`src/rtl/lbp_stream_engine_if.sv`:
```
// Bus between the LBP engine, the gray image memory and the LBP result memory.
//   gray_ready : memory -> engine, image available (level)
//   gray_req   : engine -> memory, read strobe for gray_addr
//   gray_addr  : engine -> memory, raster read index
//   gray_data  : memory -> engine, pixel for the read issued the previous cycle
//   lbp_valid  : engine -> memory, write strobe for lbp_addr/lbp_data
//   lbp_addr   : engine -> memory, raster write index
//   lbp_data   : engine -> memory, LBP code
//   finish     : engine -> memory, all results written
interface lbp_stream_engine_if #(
  parameter int DW = 8,
  parameter int AW = 14
);
  logic          gray_ready;
  logic          gray_req;
  logic [AW-1:0] gray_addr;
  logic [DW-1:0] gray_data;
  logic          lbp_valid;
  logic [AW-1:0] lbp_addr;
  logic [7:0]    lbp_data;
  logic          finish;

  // Memory side
  modport master (
    output gray_ready, gray_data,
    input  gray_req, gray_addr, lbp_valid, lbp_addr, lbp_data, finish
  );

  // Engine side
  modport slave (
    input  gray_ready, gray_data,
    output gray_req, gray_addr, lbp_valid, lbp_addr, lbp_data, finish
  );
endinterface

```
`src/rtl/lbp_stream_engine.sv`:
```
// Streaming 3x3 Local Binary Pattern engine. Reads each gray pixel once in
// raster order, keeps the last 2*IMG_W+2 pixels in a shift-register line
// buffer and writes one LBP code per pixel address in raster order; border
// pixels are written as 0.
// Ports:
//   clk   : clock, rising edge
//   reset : asynchronous, active-high reset
//   bus   : gray read / LBP write / finish signals (lbp_stream_engine_if.slave)
//
// State | Meaning
// IDLE  | waiting for gray_ready
// RUN   | issuing reads 0..IMG_W*IMG_H-1 whenever gray_ready=1
// FLUSH | draining in-flight data, then writing the trailing border codes
// DONE  | all results written, finish held until reset
module lbp_stream_engine #(
  parameter int IMG_W  = 128,
  parameter int IMG_H  = 128,
  parameter int DW     = 8,
  parameter int AW     = 14,
  parameter int THRESH = 0
) (
  input  logic              clk,
  input  logic              reset,
  lbp_stream_engine_if.slave bus
);
  localparam int NPIX = IMG_W * IMG_H;
  localparam int CW   = AW + 1;  // counters must reach NPIX itself
  localparam int SRL  = 2 * IMG_W + 2;
  localparam int CLW  = $clog2(IMG_W);
  localparam int RW   = $clog2(IMG_H);

  localparam logic [CW-1:0]  LAST_RD  = CW'(NPIX - 1);
  localparam logic [CW-1:0]  NPIX_C   = CW'(NPIX);
  localparam logic [CW-1:0]  FIRST_WR = CW'(IMG_W + 1);
  localparam logic [CW-1:0]  ONE_C    = CW'(1);
  localparam logic [CLW-1:0] COL_LAST = CLW'(IMG_W - 1);
  localparam logic [RW-1:0]  ROW_LAST = RW'(IMG_H - 1);
  localparam logic [DW:0]    TH       = (DW+1)'(THRESH);

  typedef enum logic [1:0] {S_IDLE, S_RUN, S_FLUSH, S_DONE} state_t;

  state_t r_state, w_state_nxt;

  logic [CW-1:0]  r_rd_idx, r_in_idx, r_wr_idx;
  logic [CLW-1:0] r_wcol;
  logic [RW-1:0]  r_wrow;
  logic           r_req_d;
  logic           r_gray_req, r_lbp_valid, r_finish;
  logic [AW-1:0]  r_gray_addr, r_lbp_addr;
  logic [7:0]     r_lbp_data;
  logic [DW-1:0]  r_sr [SRL];

  logic           w_issue, w_pix_wr, w_flush_wr, w_any_wr, w_border;
  logic [DW-1:0]  w_nb [8];
  logic [DW:0]    w_thr;
  logic [7:0]     w_code;

  assign bus.gray_req  = r_gray_req;
  assign bus.gray_addr = r_gray_addr;
  assign bus.lbp_valid = r_lbp_valid;
  assign bus.lbp_addr  = r_lbp_addr;
  assign bus.lbp_data  = r_lbp_data;
  assign bus.finish    = r_finish;

  always_ff @(posedge clk or posedge reset) begin
    if (reset) r_state <= S_IDLE;
    else       r_state <= w_state_nxt;
  end

  always_comb begin
    w_state_nxt = r_state;
    w_issue     = 1'b0;
    case (r_state)
      S_IDLE:  if (bus.gray_ready) w_state_nxt = S_RUN;
      S_RUN: begin
        if (bus.gray_ready) begin
          w_issue = 1'b1;
          if (r_rd_idx == LAST_RD) w_state_nxt = S_FLUSH;
        end
      end
      S_FLUSH: if (r_wr_idx == NPIX_C) w_state_nxt = S_DONE;
      S_DONE:  w_state_nxt = S_DONE;
      default: w_state_nxt = S_IDLE;
    endcase
  end

  // Pixel i arriving now completes the window centred on k = i-IMG_W-1.
  assign w_pix_wr   = r_req_d && (r_in_idx >= FIRST_WR);
  // Trailing border writes start only once no read is pending or arriving.
  assign w_flush_wr = (r_state == S_FLUSH) && !r_gray_req && !r_req_d && (r_wr_idx != NPIX_C);
  assign w_any_wr   = w_pix_wr || w_flush_wr;
  assign w_border   = (r_wrow == '0) || (r_wrow == ROW_LAST) ||
                      (r_wcol == '0) || (r_wcol == COL_LAST);

  // r_sr[j] holds pixel i-1-j; the arriving pixel is the bottom-right neighbour.
  always_comb begin
    w_nb[0] = r_sr[2*IMG_W+1];
    w_nb[1] = r_sr[2*IMG_W];
    w_nb[2] = r_sr[2*IMG_W-1];
    w_nb[3] = r_sr[IMG_W+1];
    w_nb[4] = r_sr[IMG_W-1];
    w_nb[5] = r_sr[1];
    w_nb[6] = r_sr[0];
    w_nb[7] = bus.gray_data;
    w_thr   = {1'b0, r_sr[IMG_W]} + TH;
    w_code  = '0;
    for (int j = 0; j < 8; j++) w_code[j] = ({1'b0, w_nb[j]} >= w_thr);
  end

  always_ff @(posedge clk) begin
    if (r_req_d) begin
      r_sr[0] <= bus.gray_data;
      for (int j = 1; j < SRL; j++) r_sr[j] <= r_sr[j-1];
    end
  end

  always_ff @(posedge clk or posedge reset) begin
    if (reset) begin
      r_rd_idx    <= '0;
      r_in_idx    <= '0;
      r_wr_idx    <= '0;
      r_wcol      <= '0;
      r_wrow      <= '0;
      r_req_d     <= 1'b0;
      r_gray_req  <= 1'b0;
      r_gray_addr <= '0;
      r_lbp_valid <= 1'b0;
      r_lbp_addr  <= '0;
      r_lbp_data  <= '0;
      r_finish    <= 1'b0;
    end else begin
      r_gray_req <= w_issue;
      if (w_issue) begin
        r_gray_addr <= r_rd_idx[AW-1:0];
        r_rd_idx    <= r_rd_idx + ONE_C;
      end
      r_req_d <= r_gray_req;
      if (r_req_d) r_in_idx <= r_in_idx + ONE_C;
      r_lbp_valid <= w_any_wr;
      if (w_any_wr) begin
        r_lbp_addr <= r_wr_idx[AW-1:0];
        r_lbp_data <= (w_flush_wr || w_border) ? 8'h00 : w_code;
        r_wr_idx   <= r_wr_idx + ONE_C;
        if (r_wcol == COL_LAST) begin
          r_wcol <= '0;
          r_wrow <= r_wrow + RW'(1);
        end else begin
          r_wcol <= r_wcol + CLW'(1);
        end
      end
      r_finish <= (w_state_nxt == S_DONE);
    end
  end
endmodule

```
`src/flat_wrapper.sv`:
```
// flat-port wrapper written by rule: the top's interface ports become plain ports
module lbp_stream_engine_flat 
#(
  parameter int IMG_W  = 128,
  parameter int IMG_H  = 128,
  parameter int DW     = 8,
  parameter int AW     = 14,
  parameter int THRESH = 0
)
  (clk, reset, bus_gray_ready, bus_gray_data, bus_gray_req, bus_gray_addr, bus_lbp_valid, bus_lbp_addr, bus_lbp_data, bus_finish);
  lbp_stream_engine_if #(.DW(DW), .AW(AW)) bus_i ();
  input  logic clk;
  input  logic reset;
  input wire logic [$bits(bus_i.gray_ready)-1:0] bus_gray_ready;
  input wire logic [$bits(bus_i.gray_data)-1:0] bus_gray_data;
  output wire logic [$bits(bus_i.gray_req)-1:0] bus_gray_req;
  output wire logic [$bits(bus_i.gray_addr)-1:0] bus_gray_addr;
  output wire logic [$bits(bus_i.lbp_valid)-1:0] bus_lbp_valid;
  output wire logic [$bits(bus_i.lbp_addr)-1:0] bus_lbp_addr;
  output wire logic [$bits(bus_i.lbp_data)-1:0] bus_lbp_data;
  output wire logic [$bits(bus_i.finish)-1:0] bus_finish;
  assign bus_i.gray_ready = bus_gray_ready;
  assign bus_i.gray_data = bus_gray_data;
  assign bus_gray_req = bus_i.gray_req;
  assign bus_gray_addr = bus_i.gray_addr;
  assign bus_lbp_valid = bus_i.lbp_valid;
  assign bus_lbp_addr = bus_i.lbp_addr;
  assign bus_lbp_data = bus_i.lbp_data;
  assign bus_finish = bus_i.finish;
  lbp_stream_engine #(.IMG_W(IMG_W), .IMG_H(IMG_H), .DW(DW), .AW(AW), .THRESH(THRESH)) u_core (.clk(clk), .reset(reset), .bus(bus_i));
endmodule
```
`config.mk`:
```
export PLATFORM = sky130hd
export DESIGN_NAME = lbp_stream_engine_flat
export DESIGN_NICKNAME = d
export VERILOG_FILES = /design/src/rtl/lbp_stream_engine_if.sv /design/src/rtl/lbp_stream_engine.sv /design/src/flat_wrapper.sv
export SDC_FILE = /design/constraint.sdc
export NUM_CORES = 1
export LEC_CHECK = 0
export BUFFER_PORTS_ARGS = -buffer_cell sky130_fd_sc_hd__buf_2
export CORE_MARGIN = 3
export CORE_UTILIZATION = 50
export DETAILED_ROUTE_END_ITERATION = 10
export PLACE_DENSITY = 0.65
export SLEW_MARGIN = 10
export SYNTH_ARGS = -nofsm -noshare
export SYNTH_HDL_FRONTEND = slang
export SYNTH_SLANG_ARGS = --single-unit
```
`constraint.sdc`:
```
create_clock -name clk -period 50.2 [get_ports clk]
set_input_delay 5.02 -clock clk [delete_from_list [all_inputs] [get_ports clk]]
set_output_delay 5.02 -clock clk [all_outputs]
set_load 0.05 [all_outputs]
```
Word level (Yosys, flattened, before mapping). Memories as Yosys holds them, arrays and structs flattened. Cells that the tools add are included.

Add/sub/neg operators: 5. Multiply operators: 0. Divide/modulo/power cells: 0. Order comparisons: 9. Equal/unequal tests: 9. Shifts and indexed selects: 0. Muxes and demuxes: 11. Bitwise gates (word level): 0. Reductions and logical operators: 15.

Operators with widths (number): 8-bit >= comparator (8); 15-bit by 1-bit adder with 15-bit output (second input constant) (3); 15-bit by 14-bit == test with 1-bit output (second input constant) (1); 15-bit == test (second input constant) (1); 15-bit by 8-bit >= comparator with 1-bit output (second input constant) (1); 15-bit != test (second input constant) (1); 7-bit by 1-bit adder with 7-bit output (second input constant) (2); 7-bit == test (second input constant) (2); 7-bit zero test (2); 2-bit two-way mux (4); 8-bit two-way mux (1); 2-bit one-hot mux with 4 select lines (1); 7-bit two-way mux (1); 2-bit == test (second input constant) (3); 1-bit logical OR (5); 1-bit logical AND (4); 1-bit two-way mux (4); 2-bit by 1-bit == test with 1-bit output (second input constant) (1); 1-bit zero test (2); 2-bit zero test (1); 2-bit AND reduction (1).

Register bits: 101. Latch bits: 0. RAM bits: 2064. Memory bits (read-only): 0. Input bits: 11. Output and inout bits: 39. Word-level logic and storage cells: 63. Memories kept: 1.

Memories: u_core.r_sr (words 258, width 8, read ports 258, clocked after memory_dff 0, write ports 258, RTL line lbp_stream_engine.sv:51) `logic [DW-1:0] r_sr [SRL];`.

Logic depth before layout (Yosys ltp).
Word-level depth: 6. Depth in mapped cells: 10. Mapped depth without buffers: 8.

Least setup slack after synthesis. OpenSTA, ideal clock, no wires.

Kind: flip-flop to flip-flop. Start: register u_core.r_req_d. End: memory u_core.r_sr[0][0] (enable). Setup time: 2484 ps. Data arrival time: 42185 ps. Required time: 47716 ps. Path slack: 5531 ps. Cell stages (with the launch flop): 1. Buffers on the path: 0. Clock period less this slack: 44669 ps. Cell sequence: dfrtp_1.

RTL lines: start, declared (RTL line lbp_stream_engine.sv:47) `logic r_req_d;`; start signal, assigned (RTL line lbp_stream_engine.sv:137) `r_req_d <= r_gray_req;`; end, declared (RTL line lbp_stream_engine.sv:51).

Final worst setup path.
Start: register u_core.r_gray_addr[0] (netlist: u_core.bus.gray_addr[0]). End: output port bus_gray_addr[0].

RTL lines: start, declared (RTL line lbp_stream_engine.sv:49) `logic [AW-1:0] r_gray_addr, r_lbp_addr;`; start signal, assigned (RTL line lbp_stream_engine.sv:134) `r_gray_addr <= r_rd_idx[AW-1:0];`; end, declared (RTL line flat_wrapper.sv:17) `output wire logic [$bits(bus_i.gray_addr)-1:0] bus_gray_addr;`.

No word-level cell between the ends.

==> results list <==
- Post-cts repair resize count: 0
* Clock Tree Root: clkbuf_16
* Number of H-tree levels: 4
- The internal power of the cells totals 0.00286 W.
* Run status: complete, no violations
- Pwr/cell area: 46.1 mW/mm²
* Total DRC errors in the routed layout: 0
- Family with the most delay on the worst path: buffers and inverters
- Achievable clock frequency: 0.153 GHz
- STA puts the critical path data arrival time at 1530 ps.
- After routing, the total negative slack on setup checks comes to 0 ps.
* TritonCTS clock tree: built
- Final setup skew: 23.5 ps
- For this run, the register share of the synthesized area comes to 0.952.
- Detailed-route wire length: 85000 µm
* Cell depth of the worst flop-to-flop path: 5
* FFs w/ async S/R, synth: 0.0467
- Summing all placed instances gives a cell area of 0.0704 mm².
- Critical Path End Type: output pin
- The detail route stage leaves a number of antenna-violating nets equal to 0.
* GRT Util Overall: 0.121
* Syn nets: 2712
* Synthesized area divided by synthesized cell count: 25.8 µm²
- For the worst setup path, the data required time is 45180 ps.
- Number of flops mapped to enable cells by yosys: 2064
* Number of setup violations in the final report: 0
- Of the total power, combinational logic draws 0.016.
- Die Ht: 374 µm
* Capture point of the worst path: bus_gray_addr[0]
- The largest individual stage delay along the critical path comes from the cell buf_2.
* Die span in x: 374 µm
- The initial antenna violation count came to 0.
* Number of search-and-repair iterations in the first detailed-routing pass: 5
* Post-place setup slack: 43300 ps
* Relative slew slack: 0.193
* Number of cells on the critical path: 1
* Worst r2r src: u_core.r_req_d
- Type of origin of the critical path: register
- Detail-routed net length per standard cell: 17.6 µm
- For this configuration, the core starts out at a cell density of 0.506.
- Of the cells placed in the final design, the portion with a size suffix greater than 1 is 0.128.
- Top FF cell, synth: edfxtp_1
* Number of warnings printed during yosys synthesis: 0
- Num CTS Buffers: 201
* Worst path buffer plus inverter count: 1
* Placed instance count: 4458
- Area growth from synthesis to final layout: 13.4%
- Net load switching power: 0.000683 W
* Count of clock tree sinks: 2165
- Summing all flip-flop and latch instances after layout gives 0.0645 mm².
* Maximum count of clock buffers along a single path: 3
- Entering global routing, the biggest net connects 190 pins.
* Max capacitance violation total: 0
* Clock input transition at the sequential cells of the worst setup and hold paths: 60 ps
- Top-level port count: 50
- In the finished design, the share of the clock period the worst path needs comes to 0.130.
- VDD sags by at most 0.0360 mV.
* Synth unique cells: 46
- Summed instance area of the synthesized netlist: 0.0678 mm²
- Number of global-route vias before repair: 23672
* Row count: 134
* Number of buffers inserted by hold repair at cts: 0
* Internal reg-to-reg setup slack: 44780 ps
- At the later pin of the worst-skew pair, clock insertion delay measures 780 ps.
* Total via count in the routed design: 24109
* Largest stage delay on the critical path: 360 ps
- The max-slew violation count was 0.
- Net total in the final layout: 2977
- Of the total power, the share spent switching nets is 0.193.
- For this run the aggregate overflow at the end of global routing stands at 0.
- Total core area: 0.134 mm²
* Startpoint of the worst setup timing path: u_core.bus.gray_addr[0]
- Largest fanout of any net on the critical path: 2
- Setup Crit Path Kind: register to output pin
* Final design utilization: 0.574
- Multi-input gate area in the final layout: 0.00304 mm²
* Iteration-0 DRC count of the detailed router: 2439
- The signal on the critical path passes through buf_2.
- After filler insertion, the fill cell instance count of the layout stands at 9242.
* Final Non-Filler Cells: 4833
- The total count of hold-check failures in the final report was 0.
* Register share of total power: 0.569
- Routability-driven placement finished with a final weighted congestion of 0.772.
- Synthesis inferred 2165 register bits.
- Setup slack of the critical path after layout: 43650 ps
- DR vias/cell: 4.99
- Final standard cell area without fillers: 0.0769 mm²
- Unrepaired setup endpoints after global routing: false
* Leak Pwr: 21.8 nW
- After clock tree synthesis, the setup repair step added 0 buffers.
- The number of antenna diodes in the final layout is 0.
- Worst slew pin tran: 1210 ps
- The share of total power dissipated in the clock network is 0.415.
- Synthesis produced 2628 cells.
- The die covers 0.140 mm².
- The first global-routing pass estimated 135000 µm of wire.
- FF-to-FF End: u_core.r_sr[56][1]
- Count of buffers inserted at the top-level ports: 49
- The min-delay analysis places its worst path in the category register to register.
- Post-route minimum period: 6550 ps
- Detailed placer's ending HPWL: 38700 µm
[registers in the layout, indices dropped and copies added, names as in the netlist, 2 cells and up]
signal,count
u_core.bus.gray_addr,14
u_core.bus.lbp_addr,14
u_core.bus.lbp_data,8
u_core.r_in_idx,15
u_core.r_rd_idx,15
u_core.r_sr,2064
u_core.r_state,2
u_core.r_wcol,7
u_core.r_wr_idx,15
u_core.r_wrow,7
[routing by layer]
layer  share of wire  routed length, µm  up-vias  global-route usage
met5               0                  0        -                   0
met4           0.024               2060        0              0.0450
met3           0.054               4580      171              0.0320
met2            0.40              34200      502               0.151
met1            0.52              44100    12423               0.203
li1                -                  -    11013                   -
[logic make-up (layout without fill, tap and decap cells)]
logic type | count (synthesis) | after routing | share of synthesized area
buffers and inverters | 50 | 487 | 0.00307
AOI/OAI and AO/OA | 96 | 96 | 0.00899
xor gates and xnor gates | 51 | 51 | 0.00659
muxes | 15 | 15 | 0.00294
and+or+nand+nor | 178 | 178 | 0.0129
adders and majority gates | 73 | 73 | 0.0135
DFF | 2165 | 2165 | 0.952
[worst min path at each step]
stage / from / endpoint / slack (ps) / cells after the start
6_report: u_core.r_sr[42][0] / u_core.r_sr[43][0] / 400 / 0
5_1_grt: u_core.r_sr[44][3] / u_core.r_sr[45][3] / 410 / 0
4_1_cts: u_core.r_sr[159][7] / u_core.r_sr[160][7] / 400 / 0
3_5_place_dp: u_core.r_sr[104][7] / u_core.r_sr[105][7] / 400 / 0
3_3_place_gp: u_core.r_sr[161][2] / u_core.r_sr[162][2] / 400 / 0
2_1_floorplan: u_core.r_sr[99][0] / u_core.r_sr[100][0] / 400 / 0
[layout make-up]
class	count	share of cell area
multi-input combinational	413	0.0396
tap	1768	0.0288
sequential	2165	0.839
clock inverter	130	0.0144
clock buffer	245	0.0698
inverter	36	0.00182
timing repair buffer	76	0.00636
[power by group through the flow]
stage	logic, W	clock network [W]	registers (W)
final	0.0000580	0.00147	0.00202
after global placement	0.0000568	0	0.00205
after global routing	0.0000646	0.00159	0.00202
after floorplan	0.0000134	0	0.00223
after detailed placement	0.0000603	0	0.00205
after CTS	0.0000598	0.00152	0.00202
[cell usage in the layout, fill, tap and decap left out, types with 3 or more instances in the layout]
cell type,count
inv_4,3
and3_1,10
dfrtp_1,100
a21oi_1,43
a21o_1,8
clkinvlp_4,6
clkbuf_8,4
mux2_2,7
inv_1,34
o22ai_1,8
xor2_1,33
ha_1,73
clkbuf_1,34
nand2_1,69
mux2_4,8
nor2_1,26
bufinv_16,17
buf_4,23
xnor2_1,18
o31ai_1,7
buf_12,3
nor3_1,4
clkinv_2,42
clkinv_1,50
nor4_1,6
a211oi_1,4
clkbuf_16,207
a21boi_0,4
nand2b_1,8
buf_2,49
nand3_1,28
edfxtp_1,2064
nand4_1,13
clkinv_4,3
o21ai_0,6
inv_6,8
a22o_1,9
[stage by stage]
stage,power (W),hold WS (ps)
global route,0.00367,412
finish,0.00354,401
floorplan,0.00224,400
detailed placement,0.00211,405
CTS,0.00360,401
global placement,0.00211,400
[cell usage after synthesis (all sizes together), types with 6 or more instances]
| cell type | count | area [µm²] |
|---|---|---|
| a21o | 8 | 60.1 |
| a21oi | 43 | 215 |
| a22o | 9 | 78.8 |
| and3 | 10 | 62.6 |
| buf | 8 | 47.5 |
| clkbuf | 6 | 22.5 |
| dfrtp | 101 | 2530 |
| edfxtp | 2064 | 62000 |
| ha | 73 | 913 |
| inv | 36 | 138 |
| mux2 | 15 | 199 |
| nand2 | 69 | 259 |
| nand2b | 8 | 50.1 |
| nand3 | 29 | 158 |
| nand4 | 13 | 81.3 |
| nor2 | 26 | 97.6 |
| nor4 | 7 | 50.1 |
| o21ai | 7 | 35.0 |
| o22ai | 8 | 50.1 |
| o31ai | 7 | 52.6 |
| xnor2 | 18 | 158 |
| xor2 | 33 | 289 |
Note: power is estimated with default switching activity, not from simulation.
